`config.mk`:
```
export PLATFORM = sky130hd
export DESIGN_NAME = actor_mover
export DESIGN_NICKNAME = d
export VERILOG_FILES = /design/src/rtl/actor_pkg.sv /design/src/rtl/key_decode.sv /design/src/rtl/actor_mover.sv
export SDC_FILE = /design/constraint.sdc
export NUM_CORES = 1
export LEC_CHECK = 0
export CAP_MARGIN = 20
export CELL_PAD_IN_SITES_DETAIL_PLACEMENT = 1
export CELL_PAD_IN_SITES_GLOBAL_PLACEMENT = 1
export CORE_MARGIN = 2
export CORE_UTILIZATION = 30
export DETAILED_ROUTE_END_ITERATION = 10
export PLACE_DENSITY = 0.64
export SLEW_MARGIN = 5
export SYNTH_ARGS = -nofsm -noshare
export SYNTH_HDL_FRONTEND = slang
export SYNTH_SLANG_ARGS = --single-unit
```
`constraint.sdc`:
```
create_clock -name frame_clk -period 4.7 [get_ports frame_clk]
set_input_delay 0.94 -clock frame_clk [delete_from_list [all_inputs] [get_ports frame_clk]]
set_output_delay 0.94 -clock frame_clk [all_outputs]
set_load 0.02 [all_outputs]
```
`src/rtl/actor_pkg.sv`:
```
// Shared types for maze actors: directions, keycodes, movement states and helpers.
package actor_pkg;

   typedef enum logic [2:0] {
      DIR_NONE  = 3'd0,
      DIR_UP    = 3'd1,
      DIR_DOWN  = 3'd2,
      DIR_LEFT  = 3'd3,
      DIR_RIGHT = 3'd4
   } dir_t;

   typedef enum logic {
      StStop,
      StMove
   } state_t;

   localparam logic [7:0] KEY_UP    = 8'h0C;
   localparam logic [7:0] KEY_DOWN  = 8'h0E;
   localparam logic [7:0] KEY_LEFT  = 8'h0D;
   localparam logic [7:0] KEY_RIGHT = 8'h0F;

   function automatic dir_t opposite(input dir_t d);
      case (d)
         DIR_UP:    return DIR_DOWN;
         DIR_DOWN:  return DIR_UP;
         DIR_LEFT:  return DIR_RIGHT;
         DIR_RIGHT: return DIR_LEFT;
         default:   return DIR_NONE;
      endcase
   endfunction

   // Wall flags are ordered {right,left,down,up}.
   function automatic logic dir_blocked(input dir_t d, input logic [3:0] blocked);
      case (d)
         DIR_UP:    return blocked[0];
         DIR_DOWN:  return blocked[1];
         DIR_LEFT:  return blocked[2];
         DIR_RIGHT: return blocked[3];
         default:   return 1'b1;
      endcase
   endfunction

endpackage

```
`src/rtl/key_decode.sv`:
```
// Combinational USB keycode to direction decoder; unknown codes map to DIR_NONE.
module key_decode
   import actor_pkg::*;
(
   input  logic [7:0] keycode,
   output dir_t       key_dir
);

   always_comb begin
      key_dir = DIR_NONE;
      case (keycode)
         KEY_UP:    key_dir = DIR_UP;
         KEY_DOWN:  key_dir = DIR_DOWN;
         KEY_LEFT:  key_dir = DIR_LEFT;
         KEY_RIGHT: key_dir = DIR_RIGHT;
         default:   key_dir = DIR_NONE;
      endcase
   end

endmodule

```
`src/rtl/actor_mover.sv`:
```
// Tile-aligned maze actor mover with buffered turn requests.
// Define TUNNEL_WRAP_EN to wrap X at the playfield edges instead of clamping.
module actor_mover
   import actor_pkg::*;
#(
   parameter int unsigned CW        = 10,
   parameter int unsigned STEP      = 1,
   parameter int unsigned TILE      = 16,
   parameter int unsigned X_MIN     = 0,
   parameter int unsigned X_MAX     = 639,
   parameter int unsigned Y_MIN     = 0,
   parameter int unsigned Y_MAX     = 479,
   parameter int unsigned START_X   = 328,
   parameter int unsigned START_Y   = 248,
   parameter dir_t        START_DIR = DIR_LEFT
) (
   input  logic          frame_clk,
   input  logic          Reset,
   input  logic          enable,
   input  logic [7:0]    keycode,
   input  logic [3:0]    blocked,
   output logic [CW-1:0] PosX,
   output logic [CW-1:0] PosY,
   output logic [CW-1:0] Size,
   output dir_t          dir,
   output logic          moving,
   output logic          turn_pending
);

   localparam logic [CW-1:0] StepC    = CW'(STEP);
   localparam logic [CW-1:0] TileMask = CW'(TILE - 1);
   localparam logic [CW-1:0] HalfTile = CW'(TILE / 2);
   localparam logic [CW-1:0] XMinC    = CW'(X_MIN);
   localparam logic [CW-1:0] XMaxC    = CW'(X_MAX);
   localparam logic [CW-1:0] YMinC    = CW'(Y_MIN);
   localparam logic [CW-1:0] YMaxC    = CW'(Y_MAX);
   // Positions beyond these thresholds would cross a limit on the next step.
   localparam logic [CW-1:0] XLoLim   = CW'(X_MIN + STEP);
   localparam logic [CW-1:0] XHiLim   = CW'(X_MAX - STEP);
   localparam logic [CW-1:0] YLoLim   = CW'(Y_MIN + STEP);
   localparam logic [CW-1:0] YHiLim   = CW'(Y_MAX - STEP);

   state_t        state_q, state_d;
   dir_t          dir_q, dir_d;
   dir_t          pend_q, pend_d;
   logic [CW-1:0] pos_x_q, pos_x_d;
   logic [CW-1:0] pos_y_q, pos_y_d;

   dir_t          key_dir;
   dir_t          req;
   dir_t          move_dir;
   logic [CW-1:0] off_x, off_y;
   logic          aligned;
   logic          take;

   key_decode u_key_decode (
      .keycode (keycode),
      .key_dir (key_dir)
   );

   assign off_x   = pos_x_q - XMinC;
   assign off_y   = pos_y_q - YMinC;
   assign aligned = ((off_x & TileMask) == HalfTile) && ((off_y & TileMask) == HalfTile);

   // A fresh keycode wins over the buffered request.
   assign req  = (key_dir != DIR_NONE) ? key_dir : pend_q;
   assign take = (req != DIR_NONE) &&
                 ((req == opposite(dir_q)) || (aligned && !dir_blocked(req, blocked)));

   always_comb begin
      state_d  = state_q;
      dir_d    = dir_q;
      pend_d   = pend_q;
      pos_x_d  = pos_x_q;
      pos_y_d  = pos_y_q;
      move_dir = DIR_NONE;

      if (take) begin
         dir_d    = req;
         pend_d   = DIR_NONE;
         state_d  = StMove;
         move_dir = req;
      end else begin
         if (key_dir != DIR_NONE) pend_d = key_dir;
         if (state_q == StMove) begin
            if (aligned && dir_blocked(dir_q, blocked)) state_d = StStop;
            else                                        move_dir = dir_q;
         end
      end

      case (move_dir)
         DIR_UP: begin
            if (pos_y_q < YLoLim) begin
               pos_y_d = YMinC;
               state_d = StStop;
            end else pos_y_d = pos_y_q - StepC;
         end
         DIR_DOWN: begin
            if (pos_y_q > YHiLim) begin
               pos_y_d = YMaxC;
               state_d = StStop;
            end else pos_y_d = pos_y_q + StepC;
         end
         DIR_LEFT: begin
            if (pos_x_q < XLoLim) begin
`ifdef TUNNEL_WRAP_EN
               pos_x_d = XMaxC;
`else
               pos_x_d = XMinC;
               state_d = StStop;
`endif
            end else pos_x_d = pos_x_q - StepC;
         end
         DIR_RIGHT: begin
            if (pos_x_q > XHiLim) begin
`ifdef TUNNEL_WRAP_EN
               pos_x_d = XMinC;
`else
               pos_x_d = XMaxC;
               state_d = StStop;
`endif
            end else pos_x_d = pos_x_q + StepC;
         end
         default: ;
      endcase
   end

   always_ff @(posedge frame_clk) begin
      if (Reset) begin
         state_q <= StMove;
         dir_q   <= START_DIR;
         pend_q  <= DIR_NONE;
         pos_x_q <= CW'(START_X);
         pos_y_q <= CW'(START_Y);
      end else if (enable) begin
         state_q <= state_d;
         dir_q   <= dir_d;
         pend_q  <= pend_d;
         pos_x_q <= pos_x_d;
         pos_y_q <= pos_y_d;
      end
   end

   assign PosX         = pos_x_q;
   assign PosY         = pos_y_q;
   assign Size         = HalfTile;
   assign dir          = dir_q;
   assign moving       = (state_q == StMove);
   assign turn_pending = (pend_q != DIR_NONE);

endmodule
```
-- Word level (Yosys, flattened, before mapping)
Index checks and enable logic that the tools add are counted.
- register bits after elaboration: 27
- latch bits: 0
- memory bits (writable): 0
- bits in read-only memories: 0
- output and inout bits: 35
- logic and storage cells: 71
- memories: 0
- $add $sub $neg: 4
- multiply operators: 0
- divide/modulo/power cells: 0
- magnitude comparators: 4
- equal/unequal tests: 19
- shift-type cells: 0
- muxes and demuxes: 25
- bitwise logic cells: 0
- reduce and logical (&&, ||, !) cells: 14
- operators with widths (cell ; count):
    $mux 10 ; 4
    $pmux 10 s2 ; 2
    $eq 8x4->1 const B ; 4
    $pmux 3 s4 ; 2
    $add 10x1->10 const B ; 2
    $lt 10x1->1 const B ; 2
    $sub 10x1->10 const B ; 2
    $eq 3x2->1 const B ; 6
    $mux 3 ; 5
    $pmux 1 s4 ; 3
    $gt 10x10->1 const B ; 1
    $gt 10x9->1 const B ; 1
    $eq 3x1->1 const B ; 3
    $eq 3x3->1 const B ; 3
    $mux 1 ; 9
    $reduce_bool 3->1 ; 3
    $eq 4x4->1 const B ; 2
    $reduce_and 2->1 ; 3
    $logic_and 1x1->1 ; 4
    $reduce_bool 2->1 ; 2
    $eq 3x3->1 ; 1
    $logic_not 1->1 ; 1
    $logic_or 1x1->1 ; 1

-- Logic depth before layout (Yosys ltp)
- depth after elaboration: 18
- gate-level depth with buffers: 15
- depth with buffers taken out: 12

-- Hierarchy
Synthesis repeated with hierarchy kept, for this count alone.
- cell total of the unflattened synthesis: 404
- area total of the unflattened synthesis: 2894.0 um2
- modules (own cells, without submodules) (module ; instances ; cells each ; area each (um2)):
    actor_mover ; 1 ; 397 ; 2851.5
    key_decode ; 1 ; 7 ; 42.5

-- Least setup slack after synthesis
No wires, ideal clock.
- path kind: in2reg
- from: in keycode[4]
- to: reg pos_y_q[2], in the netlist PosY[2]
- data arrival time: 3528 ps
- data required time: 4620 ps
- slack: 1092 ps
- cell stages on the path: 10
- path buffers: 0
- cell sequence: and4bb_2 -> a21oi_2 -> or2_4 -> o211a_1 -> o32ai_4 -> o211ai_2 -> a21oi_2 -> mux2_1 -> a211o_1 -> a211oi_2
- word-level cells in the longest chain between the ends: 14
- elaborated cells on any way between the ends: 24
- those cells by class: eq/ne: 11; mux: 5; reduce/logical: 8
- RTL lines (what ; line ; RTL):
    from (decl) ; actor_mover.sv:20 ; input logic [7:0] keycode,
    $eq 8x4->1 ; key_decode.sv:11 ; case (keycode)
    $pmux 3 s4 * ; key_decode.sv:11 ;
    $reduce_bool 3->1 ; actor_mover.sv:66 ; assign req = (key_dir != DIR_NONE) ? key_dir : pend_q;
    $mux 3 * ; actor_mover.sv:66 ;
    $eq 3x3->1, or another cell as far along ; actor_pkg.sv:34 ; case (d)
    $pmux 1 s4 ; actor_pkg.sv:34 ;
    $logic_not 1->1 ; actor_mover.sv:68 ; ((req == opposite(dir_q)) || (aligned && !dir_blocked(req, blocked)));
    $logic_and 1x1->1 ; actor_mover.sv:68 ;
    $logic_or 1x1->1 ; actor_mover.sv:68 ;
    $logic_and 1x1->1 ; actor_mover.sv:67 ; assign take = (req != DIR_NONE) &&
    $mux 3 * ; actor_mover.sv:78 ; if (take) begin
    $eq 3x2->1 or $eq 3x1->1 (tied branches) ; actor_mover.sv:91 ; case (move_dir)
    $reduce_bool 2->1 (no source line) ; -- ;
    $reduce_and 2->1 (no source line) ; -- ;
    to (signal assigned) ; actor_mover.sv:134 ; pos_y_q <= CW'(START_Y);
    to (signal assigned) ; actor_mover.sv:140 ; pos_y_q <= pos_y_d;
    to (decl) ; actor_mover.sv:47 ; logic [CW-1:0] pos_y_q, pos_y_d;
Every way passes the cells marked *; elsewhere a longest branch is shown, timed or not.
A chain may end at the register's enable or synchronous reset.

-- Worst setup path in the final report
- from: in keycode[2]
- to: reg pos_x_q[6], in the netlist PosX[6]
- word-level cells in the longest chain between the ends: 14
- elaborated cells on any way between the ends: 24
- those cells by class: eq/ne: 11; mux: 5; reduce/logical: 8
- RTL lines (what ; line ; RTL):
    $eq 8x4->1 ; key_decode.sv:11 ;
    $pmux 3 s4 * ; key_decode.sv:11 ;
    $reduce_bool 3->1 ; actor_mover.sv:66 ;
    $mux 3 * ; actor_mover.sv:66 ;
    $eq 3x3->1, or another cell as far along ; actor_pkg.sv:34 ;
    $pmux 1 s4 ; actor_pkg.sv:34 ;
    $logic_not 1->1 ; actor_mover.sv:68 ;
    $logic_and 1x1->1 ; actor_mover.sv:68 ;
    $logic_or 1x1->1 ; actor_mover.sv:68 ;
    $logic_and 1x1->1 ; actor_mover.sv:67 ;
    $mux 3 * ; actor_mover.sv:78 ;
    $eq 3x3->1 or $eq 3x2->1 (tied branches) ; actor_mover.sv:91 ;
    $reduce_bool 2->1 (no source line) ; -- ;
    $reduce_and 2->1 (no source line) ; -- ;
    to (signal assigned) ; actor_mover.sv:133 ; pos_x_q <= CW'(START_X);
    to (signal assigned) ; actor_mover.sv:139 ; pos_x_q <= pos_x_d;
    to (decl) ; actor_mover.sv:46 ; logic [CW-1:0] pos_x_q, pos_x_d;
Marked as above.

==> flow_metrics.env <==
export IMPL_grt_first_pass_wirelength_mm=14.99
export IMPL_yosys_register_bits=27
export IMPL_synth_top_area_share_pct=19.36
export IMPL_wire_per_inst_um=17.07
export IMPL_critPathLaunchType="primary input"
export IMPL_synth_top_area_cell="dfxtp_1"
export IMPL_p_leak_nw=1.112
export IMPL_synth_seq_area_share_pct=19.36
export IMPL_numCtsBuffers=3
export IMPL_r2r_start="dir[1]"
export IMPL_end_kind="register"
export IMPL_synth_edff_count=0
export IMPL_min_path_type="register to register"
export IMPL_max_cap_violations=0
export IMPL_worstPathMaxFanout=17
export IMPL_die_area_mm2=0.01009
export IMPL_clk_path_buf_depth=2
export IMPL_area_growth_pct=16.54
export IMPL_synthTopCellsByArea="dfxtp_1, nor2_1, nand2_1, nor3_1, a21oi_1"
export IMPL_cts_tree="done"
export IMPL_h_tree_depth=1
export IMPL_grt_pass1_vias=2959
export IMPL_port_buffers=39
export IMPL_initial_core_util_pct=30.50
export IMPL_dp_hpwl_mm=6.399
export IMPL_tightest_slew_ns=0.9560
export IMPL_detail_route_antenna_nets=0
export IMPL_core_region_area_mm2=0.009153
export IMPL_avgSynthCellArea_um2=7.404
export IMPL_wl_mm=8.725
export IMPL_postCtsHoldBufs=0
export IMPL_gp_congestion=0.8203
export IMPL_setup_tns_ns=0
export IMPL_cts_sinks=27
export IMPL_pre_cts_ws_ns=0.1284
export IMPL_final_nets=423
export IMPL_period_minus_slack_ns=4.265
export IMPL_yosysWarningCount=0
export IMPL_dieWidth_um=100.5
export IMPL_io_pins=50
export IMPL_drt_first_iter_violations=147
export IMPL_cts_clk_slew_worst_paths_ns=0.10
export IMPL_root_buffer="clkbuf_8"
export IMPL_hp_start="PosX[5]"
export IMPL_fin_util_pct=35.54
export IMPL_rsz0062_at_grt="false"
export IMPL_worst_ir_drop_vdd_mv=0.1025
export IMPL_crit_family="compound AO/OA/AOI/OAI gates"
export IMPL_track_usage_pct=18.01
export IMPL_cp_common_cell="nand2_1"
export IMPL_fin_skew_ns=0.002286
export IMPL_r2r_cells=9
export IMPL_hold_end="PosX[5]"
export IMPL_crit_chain="clkdlybuf4s50_1, and4bb_2, nand2_1, a21oi_2, nor4_4, o32ai_4, and2_1, o21a_4, o21a_1, nand2_1, a221o_1"
export IMPL_ff2ff_setup_slack_ns=0.97
export IMPL_fmax_mhz=234.5
export IMPL_fin_ws_ns=0.4349
export IMPL_post_cts_setup_buffer_count=0
export IMPL_hold_viol=0
export IMPL_synthFlopType="dfxtp_1"
export IMPL_grt_antenna_before_repair=0
export IMPL_cts_resized=0
export IMPL_setup_viol=0
export IMPL_critPathMaxStageDelay_ns=0.54
export IMPL_cp_required_ns=4.89
export IMPL_dr_pass1_iters=4
export IMPL_rows=35
export IMPL_status="finished clean"
export IMPL_arrival_ns=4.45
export IMPL_worst_path_buf_inv=1
export IMPL_fin_crit_sh_pct=90.75
export IMPL_synth_cell_type_count=85
export IMPL_grt_overflow=0
export IMPL_worstHoldPathCells=2
export IMPL_cpMaxStageDelayCell="o21a_1"
export IMPL_reg2reg_to="PosX[6]"
export IMPL_drc_errors=0
export IMPL_max_slew_margin_pct=35.43
export IMPL_slew_violations=0
export IMPL_drive_above_1_share_pct=9.500
export IMPL_clk_latency_ns=0.29
export IMPL_antennaDiodeCount=0
export IMPL_async_flop_share_pct=0
export IMPL_via_count=2913
export IMPL_worst_setup_path_type="primary input to register"
export IMPL_grt_max_degree=22
export IMPL_die_h_um=100.5
export IMPL_syn_inst=377
export IMPL_vias_per_cell=5.701
export IMPL_p_per_area_mw_per_mm2=228.0
export IMPL_synth_area_mm2=0.002791
## worst register-to-register path: stages, from the launching register on
cell and delay (ns):
dfxtp_1 0.74, or3b_1 0.43, nor4_2 0.33, nor4_4 0.09
o32ai_4 0.43, and2_1 0.34, o21a_4 0.28, o21a_1 0.54
nand2_1 0.10, a221o_1 0.36
## cells in the mapped netlist, types with 3 or more instances
cell,n
xor2_1,4
o211ai_1,5
dfxtp_1,27
nor3b_1,10
and2_1,4
nand2b_1,5
nand4_1,7
o31ai_1,4
inv_1,13
xnor2_1,5
o21bai_1,4
a211oi_1,3
buf_4,13
nor3_1,23
a21oi_2,3
nand3b_1,3
or3_1,7
o21ai_1,4
nand3_1,12
o21ai_0,18
and3_1,4
nor4_1,3
nor2_1,34
ha_1,7
clkbuf_1,15
buf_2,4
o21a_1,3
a21oi_1,21
a31oi_1,7
nand2_1,32
## flip-flops by register name (all words and copies together) (netlist names)
signal	flops
moving	1
dir	3
PosY	10
PosX	10
pend_q	3
## power by group
| part | leakage [nW] | switching [mW] | internal [mW] |
|---|---|---|---|
| clock network | 0.0255 | 0.0850 | 0.0599 |
| registers | 0.220 | 0.0348 | 0.244 |
| logic | 0.867 | 0.184 | 0.134 |
## metrics by stage
stage | hold slack, ns | cell area [um^2] | instances | power (mW)
after floorplan | 0.4685 | 2821 | 385 | 0.5089
after global placement | 0.5063 | 3207 | 507 | 0.5971
after detailed placement | 0.5227 | 3207 | 507 | 0.6020
after CTS | 0.5376 | 3253 | 511 | 0.7500
after global routing | 0.5590 | 3253 | 511 | 0.7954
final | 0.5301 | 3253 | 511 | 0.7418
## cell families after synthesis
group                    count (synthesis)  share of synthesized area, %
multiplexers                             2                        0.8068
flip-flops                              27                         19.36
AND/OR/NAND/NOR                        162                         32.00
XOR/XNOR                                10                         3.407
AO/OA/AOI/OAI                          118                         31.96
adder cells (fa/ha/maj)                  7                         3.137
other                                    2                        0.2690
buffers and inverters                   49                         9.054
## layout make-up
class,count,area [um^2]
timing repair buffer,47,450.4
sequential,27,540.5
fill,1132,5899
tap,111,138.9
multi-input combinational,309,2028
inverter,13,48.80
clock inverter,1,5.005
clock buffer,3,41.29
## per-layer routing
layer  GRT usage, %  share of wire, %
met1          24.51                49
met2          31.39                48
met3          2.150               3.1
met4          2.318              0.45
met5              0                 0
## placed cells by master (no fill, tap or decap), types with 3 or more instances in the layout
cell type	Yosys	final
xor2_1	4	4
nand3b_1	3	3
clkbuf_8	0	3
nand4_1	7	7
dfxtp_1	27	27
and2_1	4	4
and3_1	4	4
nor3b_1	10	10
nor3_1	23	23
a31oi_1	7	7
a21oi_1	21	21
clkdlybuf4s50_1	0	39
buf_4	13	8
o211ai_1	5	5
o21ai_0	18	18
nor2_1	34	34
o21a_1	3	3
conb_1	2	10
ha_1	7	7
a211oi_1	3	3
inv_1	13	13
o31ai_1	4	4
nand2_1	32	32
xnor2_1	5	5
o21ai_1	4	4
or3_1	7	7
nand2b_1	5	5
nor4_1	3	3
o21bai_1	4	4
nand3_1	12	12
a21oi_2	3	3
## how the worst max path moves through the flow
stage | slack, ns | endpoint | startpoint | cells past startpoint
5_1_grt | 0.08 | PosX[6] | keycode[4] | 11
4_1_cts | 0.44 | PosX[6] | keycode[3] | 11
2_1_floorplan | 1.09 | PosY[2] | keycode[4] | 10
3_3_place_gp | 0.24 | PosX[6] | keycode[3] | 11
6_report | 0.43 | PosX[6] | keycode[2] | 11
3_5_place_dp | 0.13 | PosX[6] | keycode[3] | 11
No activity file was read; power rests on OpenSTA's default activity.
